==> src/rtl/branch_pred_pkg.sv <==
// Shared types and constants for the branch predictor controller.
package branch_pred_pkg;

  typedef enum logic [1:0] {
    IDLE    = 2'd0,
    LOOKUP  = 2'd1,
    PREDICT = 2'd2,
    UPDATE  = 2'd3
  } bp_state_e;

  // 2-bit saturating counter encodings
  localparam logic [1:0] SNT = 2'd0;
  localparam logic [1:0] WNT = 2'd1;
  localparam logic [1:0] WT  = 2'd2;
  localparam logic [1:0] ST  = 2'd3;

  // Next value of a 2-bit counter: taken counts up to ST, not-taken down to SNT.
  function automatic logic [1:0] sat_update(input logic [1:0] ctr, input logic taken);
    logic [1:0] nxt;
    nxt = ctr;
    if (taken) begin
      if (ctr != ST) nxt = ctr + 2'd1;
    end else begin
      if (ctr != SNT) nxt = ctr - 2'd1;
    end
    return nxt;
  endfunction

endpackage

==> src/rtl/bp_pht.sv <==
// Pattern history table: 2**IDX_W two-bit counters, async read, saturating write.
module bp_pht
  import branch_pred_pkg::*;
#(
  parameter int IDX_W = 4
) (
  input  logic             clk,
  input  logic             rst,
  input  logic [IDX_W-1:0] i_rd_idx,
  output logic [1:0]       o_rd_ctr,
  input  logic             i_wr_en,
  input  logic [IDX_W-1:0] i_wr_idx,
  input  logic             i_wr_taken
);

  logic [1:0] r_table [2**IDX_W];

  assign o_rd_ctr = r_table[i_rd_idx];

  // Reset every entry to weakly-not-taken; otherwise train the addressed entry.
  always_ff @(posedge clk) begin
    if (rst) begin
      for (int i = 0; i < 2**IDX_W; i++) r_table[i] <= WNT;
    end else if (i_wr_en) begin
      r_table[i_wr_idx] <= sat_update(r_table[i_wr_idx], i_wr_taken);
    end
  end

endmodule

==> src/rtl/branch_pred_ctrl.sv <==
// Gshare-style branch predictor controller: one frame per data_input_done
// rising edge, walked through LOOKUP -> PREDICT -> UPDATE.
//
//   state   | meaning
//   IDLE    | waiting for a frame edge
//   LOOKUP  | index = addr ^ GHR, counter read and latched
//   PREDICT | prediction strobe on the outputs
//   UPDATE  | train counter, shift GHR, bump statistics
module branch_pred_ctrl
  import branch_pred_pkg::*;
#(
  parameter int ADDR_W = 16,
  parameter int IDX_W  = 4,
  parameter int HIST_W = 4
) (
  input  logic              clk,
  input  logic              rst,
  input  logic              data_input_done,
  input  logic [ADDR_W-1:0] inst_addr,
  input  logic              direction_ground_truth,
  output logic              pred_valid,
  output logic              pred_dir,
  output logic              mispredict,
  output logic              busy,
  output logic              dropped,
  output logic [15:0]       total_cnt,
  output logic [15:0]       correct_cnt
);

  bp_state_e         r_state;
  logic              r_done_q;
  logic [ADDR_W-1:0] r_addr;
  logic              r_truth;
  logic [HIST_W-1:0] r_ghr;
  logic [IDX_W-1:0]  r_idx;
  logic [1:0]        r_ctr;
  logic              r_pred_valid;
  logic              r_pred_dir;
  logic              r_mispredict;
  logic              r_dropped;
  logic [15:0]       r_total_cnt;
  logic [15:0]       r_correct_cnt;

  logic              w_edge;
  logic [IDX_W-1:0]  w_lookup_idx;
  logic [1:0]        w_rd_ctr;
  logic              w_wr_en;
  logic              w_miss;
  logic              w_unused_addr;

  assign w_edge        = data_input_done & ~r_done_q;
  assign w_lookup_idx  = r_addr[IDX_W-1:0] ^ IDX_W'(r_ghr);
  assign w_wr_en       = (r_state == UPDATE);
  assign w_miss        = r_ctr[1] ^ r_truth;
  // Only the low IDX_W address bits feed the index; the rest is kept for visibility.
  assign w_unused_addr = ^r_addr;

  bp_pht #(.IDX_W(IDX_W)) u_pht (
    .clk        (clk),
    .rst        (rst),
    .i_rd_idx   (w_lookup_idx),
    .o_rd_ctr   (w_rd_ctr),
    .i_wr_en    (w_wr_en),
    .i_wr_idx   (r_idx),
    .i_wr_taken (r_truth)
  );

  // Frame FSM with history, statistics and registered prediction outputs.
  always_ff @(posedge clk) begin
    if (rst) begin
      r_state       <= IDLE;
      r_done_q      <= 1'b0;
      r_addr        <= '0;
      r_truth       <= 1'b0;
      r_ghr         <= '0;
      r_idx         <= '0;
      r_ctr         <= '0;
      r_pred_valid  <= 1'b0;
      r_pred_dir    <= 1'b0;
      r_mispredict  <= 1'b0;
      r_dropped     <= 1'b0;
      r_total_cnt   <= '0;
      r_correct_cnt <= '0;
    end else begin
      r_done_q     <= data_input_done;
      r_pred_valid <= 1'b0;
      r_pred_dir   <= 1'b0;
      r_mispredict <= 1'b0;
      if (w_edge && r_state != IDLE) r_dropped <= 1'b1;
      unique case (r_state)
        IDLE: begin
          if (w_edge) begin
            r_addr  <= inst_addr;
            r_truth <= direction_ground_truth;
            r_state <= LOOKUP;
          end
        end
        LOOKUP: begin
          r_idx        <= w_lookup_idx;
          r_ctr        <= w_rd_ctr;
          r_pred_valid <= 1'b1;
          r_pred_dir   <= w_rd_ctr[1];
          r_mispredict <= w_rd_ctr[1] ^ r_truth;
          r_state      <= PREDICT;
        end
        PREDICT: begin
          r_state <= UPDATE;
        end
        UPDATE: begin
          r_ghr <= (r_ghr << 1) | HIST_W'(r_truth);
          if (r_total_cnt != 16'hFFFF) r_total_cnt <= r_total_cnt + 16'd1;
          if (!w_miss && r_correct_cnt != 16'hFFFF) r_correct_cnt <= r_correct_cnt + 16'd1;
          r_state <= IDLE;
        end
        default: r_state <= IDLE;
      endcase
    end
  end

  // Outputs forced low while reset is held, even before the reset edge lands.
  always_comb begin
    pred_valid  = ~rst & r_pred_valid;
    pred_dir    = ~rst & r_pred_dir;
    mispredict  = ~rst & r_mispredict;
    busy        = ~rst & (r_state != IDLE);
    dropped     = ~rst & r_dropped;
    total_cnt   = rst ? 16'd0 : r_total_cnt;
    correct_cnt = rst ? 16'd0 : r_correct_cnt;
  end

endmodule

==> config.mk <==
export PLATFORM = sky130hd
export DESIGN_NAME = branch_pred_ctrl
export DESIGN_NICKNAME = d
export VERILOG_FILES = /design/src/rtl/branch_pred_pkg.sv /design/src/rtl/bp_pht.sv /design/src/rtl/branch_pred_ctrl.sv
export SDC_FILE = /design/constraint.sdc
export NUM_CORES = 1
export LEC_CHECK = 0
export CAP_MARGIN = 30
export CORE_ASPECT_RATIO = 0.75
export CORE_MARGIN = 5
export CORE_UTILIZATION = 40
export CTS_CLUSTER_DIAMETER = 120
export DETAILED_ROUTE_END_ITERATION = 16
export GPL_ROUTABILITY_DRIVEN = 1
export HOLD_SLACK_MARGIN = 0.15
export PLACE_DENSITY_LB_ADDON = 0.12
export SETUP_SLACK_MARGIN = 0.2
export SLEW_MARGIN = 5
export SYNTH_ARGS = -nofsm -noshare
export SYNTH_HDL_FRONTEND = slang
export SYNTH_HIERARCHICAL = 1
export SYNTH_SLANG_ARGS = --single-unit
==> constraint.sdc <==
create_clock -name clk -period 3.2 [get_ports clk]
set_clock_uncertainty 0.05 [all_clocks]
set_input_delay 0.96 -clock clk [delete_from_list [all_inputs] [get_ports clk]]
set_output_delay 0.96 -clock clk [all_outputs]
set_load 0.005 [all_outputs]
==> out/metrics.csv, run 1 <==
metric,value,unit
ctsRootBufferMaster,clkbuf_16,
final_util,0.4921,
drive_above_1_share,0.1248,
area_occupied_by_registers,2022,um2
max_stage_delay,0.51,ns
final_cell_area,5405,um2
core_area,10980,um2
final_nets,528,
avgRoutedWirePerCell,15.05,um
totalNegativeSetupSlack,0,ns
cp-start-kind,input pin,
row_count,33,
worst-slew-pin-transition,0.6351,ns
critical_path_peak_fanout,45,
die_width,132.5,um
route.detailed.vias_per_inst,5.214,
routabilityCongestion,0.8089,
synth_nets,488,
detail_route.iter0.violations,224,
status,"finished, final reports clean",
grt_use_total,0.1523,
grt_first_pass_wirelength,16390,um
timing_worst_setup_path_type,in -> out,
number_of_global_route_vias_before_repair,3285,
clockBufferDepth,2,
rsz0062_at_grt,yes,
fp.dieArea,13510,um2
ios,57,
num_antenna_cells,0,
syn_area,4504,um2
placed_cells_incl_taps,631,
timing.slew.headroom,0.5757,
crit_required,2.19,ns
synthesis.yosys.warnings,6,
finalNonFillerCells,645,
placed_area,5094,um2
clock_period_minus_final_worst_setup_slack,2.966,ns
start_util,0.4101,
num-fill-cells,1078,
finalHoldViolations,0,
setup_viol,0,
worstHoldPathType,reg -> reg,
areaGrowthSynthToFinish,20.00,%
dr.pass1.iters,4,
syn_area_per_cell,9.750,um2
drt_drc_violations_left,0,
leakage,1.840,nW
crit_path_top_delay_cell,clkdlybuf4s50_1,
die_height,101.9,um
worst-endpoint-arrival,1.96,ns
routed_wirelength,9706,um
ir_drop,312.7,uV
syn_inst,462,
overflow,0,
cts.htree.levels,3,
port_buffers,44,
clock_sink_count,85,
crit_end_element,output port,
multi_input_area,2328,um2
final_max_slew_viol_count,0,
timing.critical_path.max_delay_family,buffers and inverters,
final_min_period_over_clock_period,0.9269,
route.vias.total,3363,
maxCapViolCount,0,
maxClockFrequency,0.3371,GHz
postRouteAntennaNets,0,
tritoncts,yes,
post_cts_hold_buffers,0,
grt_max_degree,46,
worstPathCellList,buf_2 -> buf_12 -> nor2b_2 -> clkdlybuf4s50_1,
cts_made_buffers,9,
worst_skew_pair.late_latency,0.33,ns
worst_setup_hold_path_clk_slew,0.06,ns
detailedPlacementHpwl,6911,um
p_per_area,501.4,nW/um2
antenna_violations_before_repair,0,
worstPathBufferInverterCount,3,
## final timing paths
path	slack, ns	from	to	cells past startpoint
max	0.23	rst	correct_cnt[6]	4
min	0.42	r_addr[3]$_SDFFE_PP0P_	r_addr[3]$_SDFFE_PP0P_	2
max reg2reg	0.79	r_state[1]$_SDFFE_PP0P_	r_total_cnt[9]$_SDFFE_PP0P_	6
min reg2reg	0.42	r_addr[3]$_SDFFE_PP0P_	r_addr[3]$_SDFFE_PP0P_	2
## flip-flops by register name (all words and copies together) (netlist names)
name	cells
u_pht/r_table	32
r_correct_cnt	16
r_total_cnt	16
r_addr	4
r_ghr	4
r_idx	4
r_state	2
r_ctr	1
r_done_q	1
r_dropped	1
r_mispredict	1
r_pred_dir	1
r_pred_valid	1
r_truth	1
## stage by stage
stage / hold slack (ns) / setup WS [ns] / power [mW]
2_1_floorplan: 0.3978 / 0.4131 / 1.586
3_3_place_gp: 0.4136 / 0.1677 / 1.722
3_5_place_dp: 0.4197 / 0.1739 / 1.728
4_1_cts: 0.4281 / 0.1740 / 2.741
5_1_grt: 0.4578 / 0.1936 / 2.849
6_report: 0.4227 / 0.2338 / 2.710
## where the power goes
part           internal (mW)  total (mW)  leakage, nW  switching (mW)
sequential              1.17        1.22        0.702          0.0509
clock                  0.606        1.00        0.143           0.395
combinational          0.220       0.485        0.995           0.266
total                   2.00        2.71         1.84           0.712
## layout by cell type (no fill, tap or decap), types with 3 or more instances in the layout
| cell | count |
|---|---|
| nor2_1 | 62 |
| dfxtp_1 | 53 |
| clkdlybuf4s50_1 | 41 |
| nand2_1 | 39 |
| nor2b_1 | 36 |
| edfxtp_1 | 32 |
| nand3_1 | 27 |
| nand4_1 | 18 |
| xnor2_1 | 17 |
| nor3_1 | 16 |
| nand2b_1 | 13 |
| mux2i_1 | 12 |
| buf_4 | 12 |
| a21oi_1 | 11 |
| clkbuf_16 | 10 |
| xor2_1 | 9 |
| mux4_2 | 8 |
| inv_1 | 6 |
| nor2b_2 | 6 |
| and3_1 | 6 |
| ha_1 | 6 |
| and4_1 | 5 |
| nor4_1 | 5 |
| and2_1 | 5 |
| mux4_1 | 5 |
| or2_2 | 4 |
| nor2_2 | 3 |
| o21ai_0 | 3 |
## tightest hold or removal path, delay by kind of cell, from the launching register on
family | cells | cell delay, ns
compound gates | 1 | 0.05
simple gates | 1 | 0.05
flops | 1 | 0.32
## metal layers
layer,global-route usage,part of all wire,vias up
met5,0,0,-
met4,0.05032,0.012,0
met3,0.04183,0.059,13
met2,0.2289,0.43,86
met1,0.2143,0.50,1563
li1,-,-,1701
## repair_timing
action                     4_1_cts  5_1_grt
setup buffers                    0        0
resized for setup                1        9
setup endpoints to repair        3       11
## layout make-up
type | instances | share of cell area
Sequential cell | 85 | 0.3741
Clock buffer | 13 | 0.05208
Multi-Input combinational cell | 342 | 0.4308
Inverter | 6 | 0.004167
Tap cell | 140 | 0.03241
Clock inverter | 1 | 0.0009259
Timing Repair Buffer | 58 | 0.1056
Power figures use the tool's default switching activity.
==> inputs of run 2 (changes only) <==
--- a/config.mk
+++ b/config.mk
@@ -8,7 +8,7 @@
 export CAP_MARGIN = 30
 export CORE_ASPECT_RATIO = 0.75
 export CORE_MARGIN = 5
-export CORE_UTILIZATION = 40
+export CORE_UTILIZATION = 32
 export CTS_CLUSTER_DIAMETER = 120
 export DETAILED_ROUTE_END_ITERATION = 16
 export GPL_ROUTABILITY_DRIVEN = 1
==> run 2 against run 1 <==
  * Global-route usage is 2.2 points lower
  * Non-clock buffer count is 1 higher
  * Hold slack worse by 0.0017 ns
  * Highest routed layer unchanged
  * Sequential power hardly changed
==> out/metrics.csv, run 2 (synthesis results as in run 1) <==
metric,value,unit,change
worst-slew-pin-transition,0.6044,ns,-0.03067 ns
finalPower,2.736,mW,+0.94%
routabilityCongestion,0.7831,,-3.2%
worst_slack_after_detailed_placement,0.1485,ns,-0.02531 ns
maxClockFrequency,0.3405,GHz,+0.99%
core_area,13750,um2,+25%
critical_path_peak_fanout,24,,-47%
largest_register_ffs,32,,unchanged
crit_required,2.19,ns,about the same
max_stage_delay,0.52,ns,about the same
grt_first_pass_wirelength,17170,um,+4.8%
layout.cells.most_common_list,"nor2_1 (63), dfxtp_1 (53), nor2b_1 (41)",,
antenna_violations_before_repair,0,,unchanged
detailedPlacementHpwl,7488,um,+8.3%
crit_path_top_delay_cell,clkdlybuf4s50_1,,
drive_above_1_share,0.1181,,-0.006642
drt_drc_violations_left,0,,unchanged
tritoncts,yes,,
worstPathCellList,buf_6 -> buf_12 -> nor2b_1 -> clkdlybuf4s50_1,,
ctsRootBufferMaster,clkbuf_16,,
cp-start-kind,input pin,,
avgRoutedWirePerCell,15.09,um,+0.27%
overflow,0,,unchanged
setup_viol,0,,unchanged
port_buffers,44,,unchanged
worst_r2r_startpoint,r_idx[3]$_SDFFE_PP0N_,,
routed_wirelength,10310,um,+6.2%
p_per_area,502.1,nW/um2,+0.13%
clockBufferDepth,2,,unchanged
route.vias.total,3346,,-0.51%
number_of_global_route_vias_before_repair,3272,,-0.40%
timing.final.ws_setup,0.2628,ns,+0.02899 ns
final_max_slew_viol_count,0,,unchanged
leakage,1.832,nW,-0.43%
grt_use_total,0.1305,,-0.02177
clock_sink_count,85,,unchanged
detail_route.iter0.violations,169,,-25%
clock_period_minus_final_worst_setup_slack,2.937,ns,-0.02899 ns
layout.cells.most_common,nor2_1,,
maxCapViolCount,0,,unchanged
final_min_period_over_clock_period,0.9179,,-0.009058
fp.dieArea,16570,um2,+23%
start_util,0.3276,,-0.08252
num_antenna_cells,0,,unchanged
route.detailed.vias_per_inst,4.899,,-6.0%
postRouteAntennaNets,0,,unchanged
timing.slew.headroom,0.5957,,+0.01995
worstHoldPathType,reg -> reg,,
worst-endpoint-arrival,1.93,ns,-0.03 ns
worst_setup_hold_path_clk_slew,0.06,ns,about the same
crit_end_element,output port,,
reg.largest.list,"u_pht/r_table: 32 flops, r_correct_cnt: 16 flops, r_total_cnt: 16 flops",,
rsz0062_at_grt,no,,
final_nets,529,,+0.19%
areaGrowthSynthToFinish,20.97,%,
fin_hold_ws,0.4209,ns,-0.001737 ns
max_flop_register,u_pht/r_table,,
ir_drop,270.4,uV,-14%
critPathLaunch,rst,,
worst_hold_startpoint,r_addr[1]$_SDFFE_PP0P_,,
num-fill-cells,1384,,+28%
cts.htree.levels,3,,unchanged
cts_made_buffers,9,,unchanged
die_height,112.7,um,+11%
row_count,37,,+12%
ios,57,,unchanged
die_width,147.0,um,+11%
totalNegativeSetupSlack,0,ns,unchanged
worst_skew_pair.late_latency,0.35,ns,+0.02 ns
finalHoldViolations,0,,unchanged
status,"finished, final reports clean",,
timing_worst_setup_path_type,in -> out,,
dr.pass1.iters,4,,unchanged
grt_max_degree,25,,-46%
## run 2: layout make-up
class                           instances  area, um2  share of cell area
Clock buffer                           11      242.7             0.04455
Clock inverter                          5      50.05            0.009185
Inverter                                6      22.52            0.004133
Multi-Input combinational cell        342       2313              0.4246
Sequential cell                        85       2022              0.3711
Tap cell                              175      219.0             0.04018
Timing Repair Buffer                   59      579.3              0.1063
## run 2: power breakdown
group          switching [mW]  total (mW)  internal (mW)  leakage, nW
clock                   0.416        1.04          0.620        0.149
combinational           0.269       0.480          0.211        0.980
sequential             0.0473        1.22           1.17        0.702
## run 2: worst paths after layout
kind / end / slack [ns] / cells after the start
worst max-delay path: total_cnt[13] / 0.26 / 4
worst min-delay path: r_addr[1]$_SDFFE_PP0P_ / 0.42 / 2
worst max register to register: u_pht/r_table[14][1]$_SDFFCE_PN0P_ / 0.80 / 5
worst min register to register: r_addr[1]$_SDFFE_PP0P_ / 0.42 / 2
## run 2: what timing repair did
action | in CTS | in global routing
setup endpoints to repair | 11 | 0
resized for setup | 7 | 0
hold buffers | 0 | 0
setup buffers | 0 | 0
## run 2: per-stage QoR
stage,utilization,area [um2],instances
3_5_place_dp,0.3744,5147,667
2_1_floorplan,-,4504,462
4_1_cts,0.3963,5449,683
6_report,0.3963,5449,683
3_3_place_gp,0.3744,5147,667
5_1_grt,0.3963,5449,683
## run 2: worst max-delay path, delay by kind of cell
| family | cells | cell delay, ns |
|---|---|---|
| simple gates | 1 | 0.13 |
| buf+inv | 3 | 0.83 |
## run 2: metal layers
| layer | routed length, um | track usage |
|---|---|---|
| met1 | 5163 | 0.1774 |
| met2 | 4553 | 0.1994 |
| met3 | 501 | 0.04203 |
| met4 | 88 | 0.03911 |
| met5 | 0 | 0 |
==> inputs of run 3 (changes only) <==
==> constraint.sdc (replaced) <==
create_clock -name clk -period 3.2 [get_ports clk]
set_clock_uncertainty 0.05 [all_clocks]
set_input_delay 0.96 -clock clk [delete_from_list [all_inputs] [get_ports clk]]
set_output_delay 0.96 -clock clk [all_outputs]
set_load 0.1 [all_outputs]
==> run 3 against run 2 <==
  * First-iteration DRC count decreased by 2.4%
  * Clock power up 6%
  * Non-clock buffer count is 2 lower
  * Global-route usage up 0.21 points
  * Power is 7.5% higher
  * Via count grew 1.8%
  * Register-to-register slack lost 0.04 ns
  * Largest power group unchanged
==> out/metrics.csv, run 3 (synthesis results as in run 1) <==
metric,value,unit,change
status,"finished, final reports clean",,
die_width,147.0,um,unchanged
ios,57,,unchanged
cellInternalPower,2.096,mW,+4.6%
drt_drc_violations_left,0,,unchanged
share_clk_of_total_power,0.374,,-0.005
row_count,37,,unchanged
number_of_global_route_vias_before_repair,3311,,+1.2%
detailedPlacementHpwl,7668,um,+2.4%
sequentialPowerShare,0.416,,-0.030
finalHoldViolations,0,,unchanged
power.share.combinational,0.210,,+0.035
drive_above_1_share,0.2549,,+0.1368
timing.slew.headroom,0.5942,,-0.001489
postRouteAntennaNets,0,,unchanged
layout.cells.most_common_list,"nor2_1 (61), dfxtp_1 (53), nand2_1 (39), buf_12 (39), edfxtp_1 (32)",,
cts.htree.levels,3,,unchanged
dr.pass1.iters,4,,unchanged
tritoncts,yes,,
crit_end_element,output port,,
final_nets,527,,-0.38%
layout.cells.most_common,nor2_1,,
num-fill-cells,1320,,-4.6%
maxClockFrequency,0.3506,GHz,+3.0%
route.vias.total,3406,,+1.8%
cp-start-kind,input pin,,
cts_post_setup_buffers_inserted,0,,unchanged
crit_path_top_delay_cell,buf_4,,
final_max_slew_viol_count,0,,unchanged
worstHoldPathType,reg -> reg,,
clock_sink_count,85,,unchanged
clock_period_minus_final_worst_setup_slack,2.852,ns,-0.08489 ns
avgRoutedWirePerCell,15.56,um,+3.1%
clockBufferDepth,2,,unchanged
leakage,1.981,nW,+8.2%
overflow,0,,unchanged
netSwitchingFraction,0.2875,,+0.02006
final_min_period_over_clock_period,0.8914,,-0.02653
route.detailed.vias_per_inst,5.001,,+2.1%
ctsRootBufferMaster,clkbuf_16,,
final_util,0.4403,,+0.04395
rsz0062_at_grt,no,,
grt_first_pass_wirelength,17560,um,+2.3%
cts_made_buffers,9,,unchanged
die_height,112.7,um,unchanged
setup_viol,0,,unchanged
cts-resized-gates,0,,-7
worst_setup_hold_path_clk_slew,0.06,ns,about the same
maxCapViolCount,0,,unchanged
detail_route.iter0.violations,165,,-2.4%
grt_use_total,0.1326,,+0.002115
post_cts_hold_buffers,0,,unchanged
worst_skew_pair.late_latency,0.34,ns,about the same
critical_path_peak_fanout,17,,-29%
start_util,0.3276,,unchanged
num_antenna_cells,0,,unchanged
port_buffers,44,,unchanged
timing.final.ws_setup,0.3477,ns,+0.08489 ns
worst-endpoint-arrival,1.84,ns,-0.09 ns
p_sw,0.8456,mW,+16%
areaGrowthSynthToFinish,34.39,%,
worst_slack_after_detailed_placement,0.3308,ns,+0.1823 ns
largest_register_ffs,32,,unchanged
routed_wirelength,10600,um,+2.8%
final_cell_area,6053,um2,+11%
antenna_violations_before_repair,0,,unchanged
core_area,13750,um2,unchanged
routabilityCongestion,0.8032,,+2.6%
worstPathCellList,buf_4 -> buf_4 -> nor2b_4 -> buf_12,,
worst-slew-pin-transition,0.6075,ns,+0.003033 ns
p_per_area,485.9,nW/um2,-3.2%
max_flop_register,u_pht/r_table,,
grt_max_degree,26,,+4.0%
ir_drop,281.1,uV,+4.0%
crit_required,2.19,ns,about the same
reg.largest.list,"u_pht/r_table: 32 flops, r_correct_cnt: 16 flops, r_total_cnt: 16 flops",,
placed_area,5746,um2,+12%
fp.dieArea,16570,um2,unchanged
crit_path_frequent_cell,buf_4,,
max_stage_delay,0.38,ns,-0.14 ns
timing_worst_setup_path_type,in -> out,,
==> run 3: cell types whose count changed in the layout (fill, tap and decap cells not counted), sizes merged <==
cell / delta
clkinvlp: +2
buf: +35
clkinv: -3
dlygate4sd2: -3
bufinv: +1
clkdlybuf4s50: -34
==> run 3: power groups by stage <==
| stage | clock network (mW) | registers, mW | logic [mW] |
|---|---|---|---|
| floorplan | 0 | 1.23 | 0.475 |
| detailed placement | 0 | 1.25 | 0.623 |
| CTS | 1.13 | 1.22 | 0.626 |
| global placement | 0 | 1.24 | 0.614 |
| finish | 1.10 | 1.22 | 0.619 |
| global route | 1.18 | 1.23 | 0.674 |
==> run 3: layout make-up <==
| cell class | instances | area (um2) | area share |
|---|---|---|---|
| multi-input combinational | 342 | 2551 | 0.4215 |
| sequential | 85 | 2022 | 0.3340 |
| timing repair buffer | 57 | 930.9 | 0.1538 |
| clock buffer | 11 | 232.7 | 0.03845 |
| tap | 175 | 219.0 | 0.03617 |
| clock inverter | 5 | 75.07 | 0.01240 |
| inverter | 6 | 22.52 | 0.003721 |
==> run 3: stage by stage <==
stage	power, mW	std cells	TNS, ns	hold slack [ns]
final	2.941	681	0	0.4215
after global routing	3.083	681	0	0.4547
after CTS	2.982	681	0	0.4223
after detailed placement	1.870	665	0	0.4137
after global placement	1.859	665	0	0.4148
after floorplan	1.701	462	-0.09802	0.3978
==> run 3: final timing paths <==
| check | from | to | slack [ns] | cells past startpoint |
|---|---|---|---|---|
| max | rst | correct_cnt[4] | 0.35 | 4 |
| min | r_addr[2]$_SDFFE_PP0P_ | r_addr[2]$_SDFFE_PP0P_ | 0.42 | 2 |
| max reg2reg | r_idx[0]$_SDFFE_PP0N_ | u_pht/r_table[12][0]$_SDFFCE_PN1P_ | 0.76 | 6 |
| min reg2reg | r_addr[2]$_SDFFE_PP0P_ | r_addr[2]$_SDFFE_PP0P_ | 0.42 | 2 |
==> run 3: critical path: cells and delay by family <==
| kind | cells | cell delay (ns) |
|---|---|---|
| buffers and inverters | 3 | 0.78 |
| AND/OR/NAND/NOR | 1 | 0.08 |
==> run 3: metal layers <==
layer  track usage  share of wire  up-vias
li1              -              -     1704
met1        0.1838           0.49     1608
met2        0.1979           0.44       85
met3       0.04203          0.057        9
met4       0.04221          0.011        0
met5             0              0        -
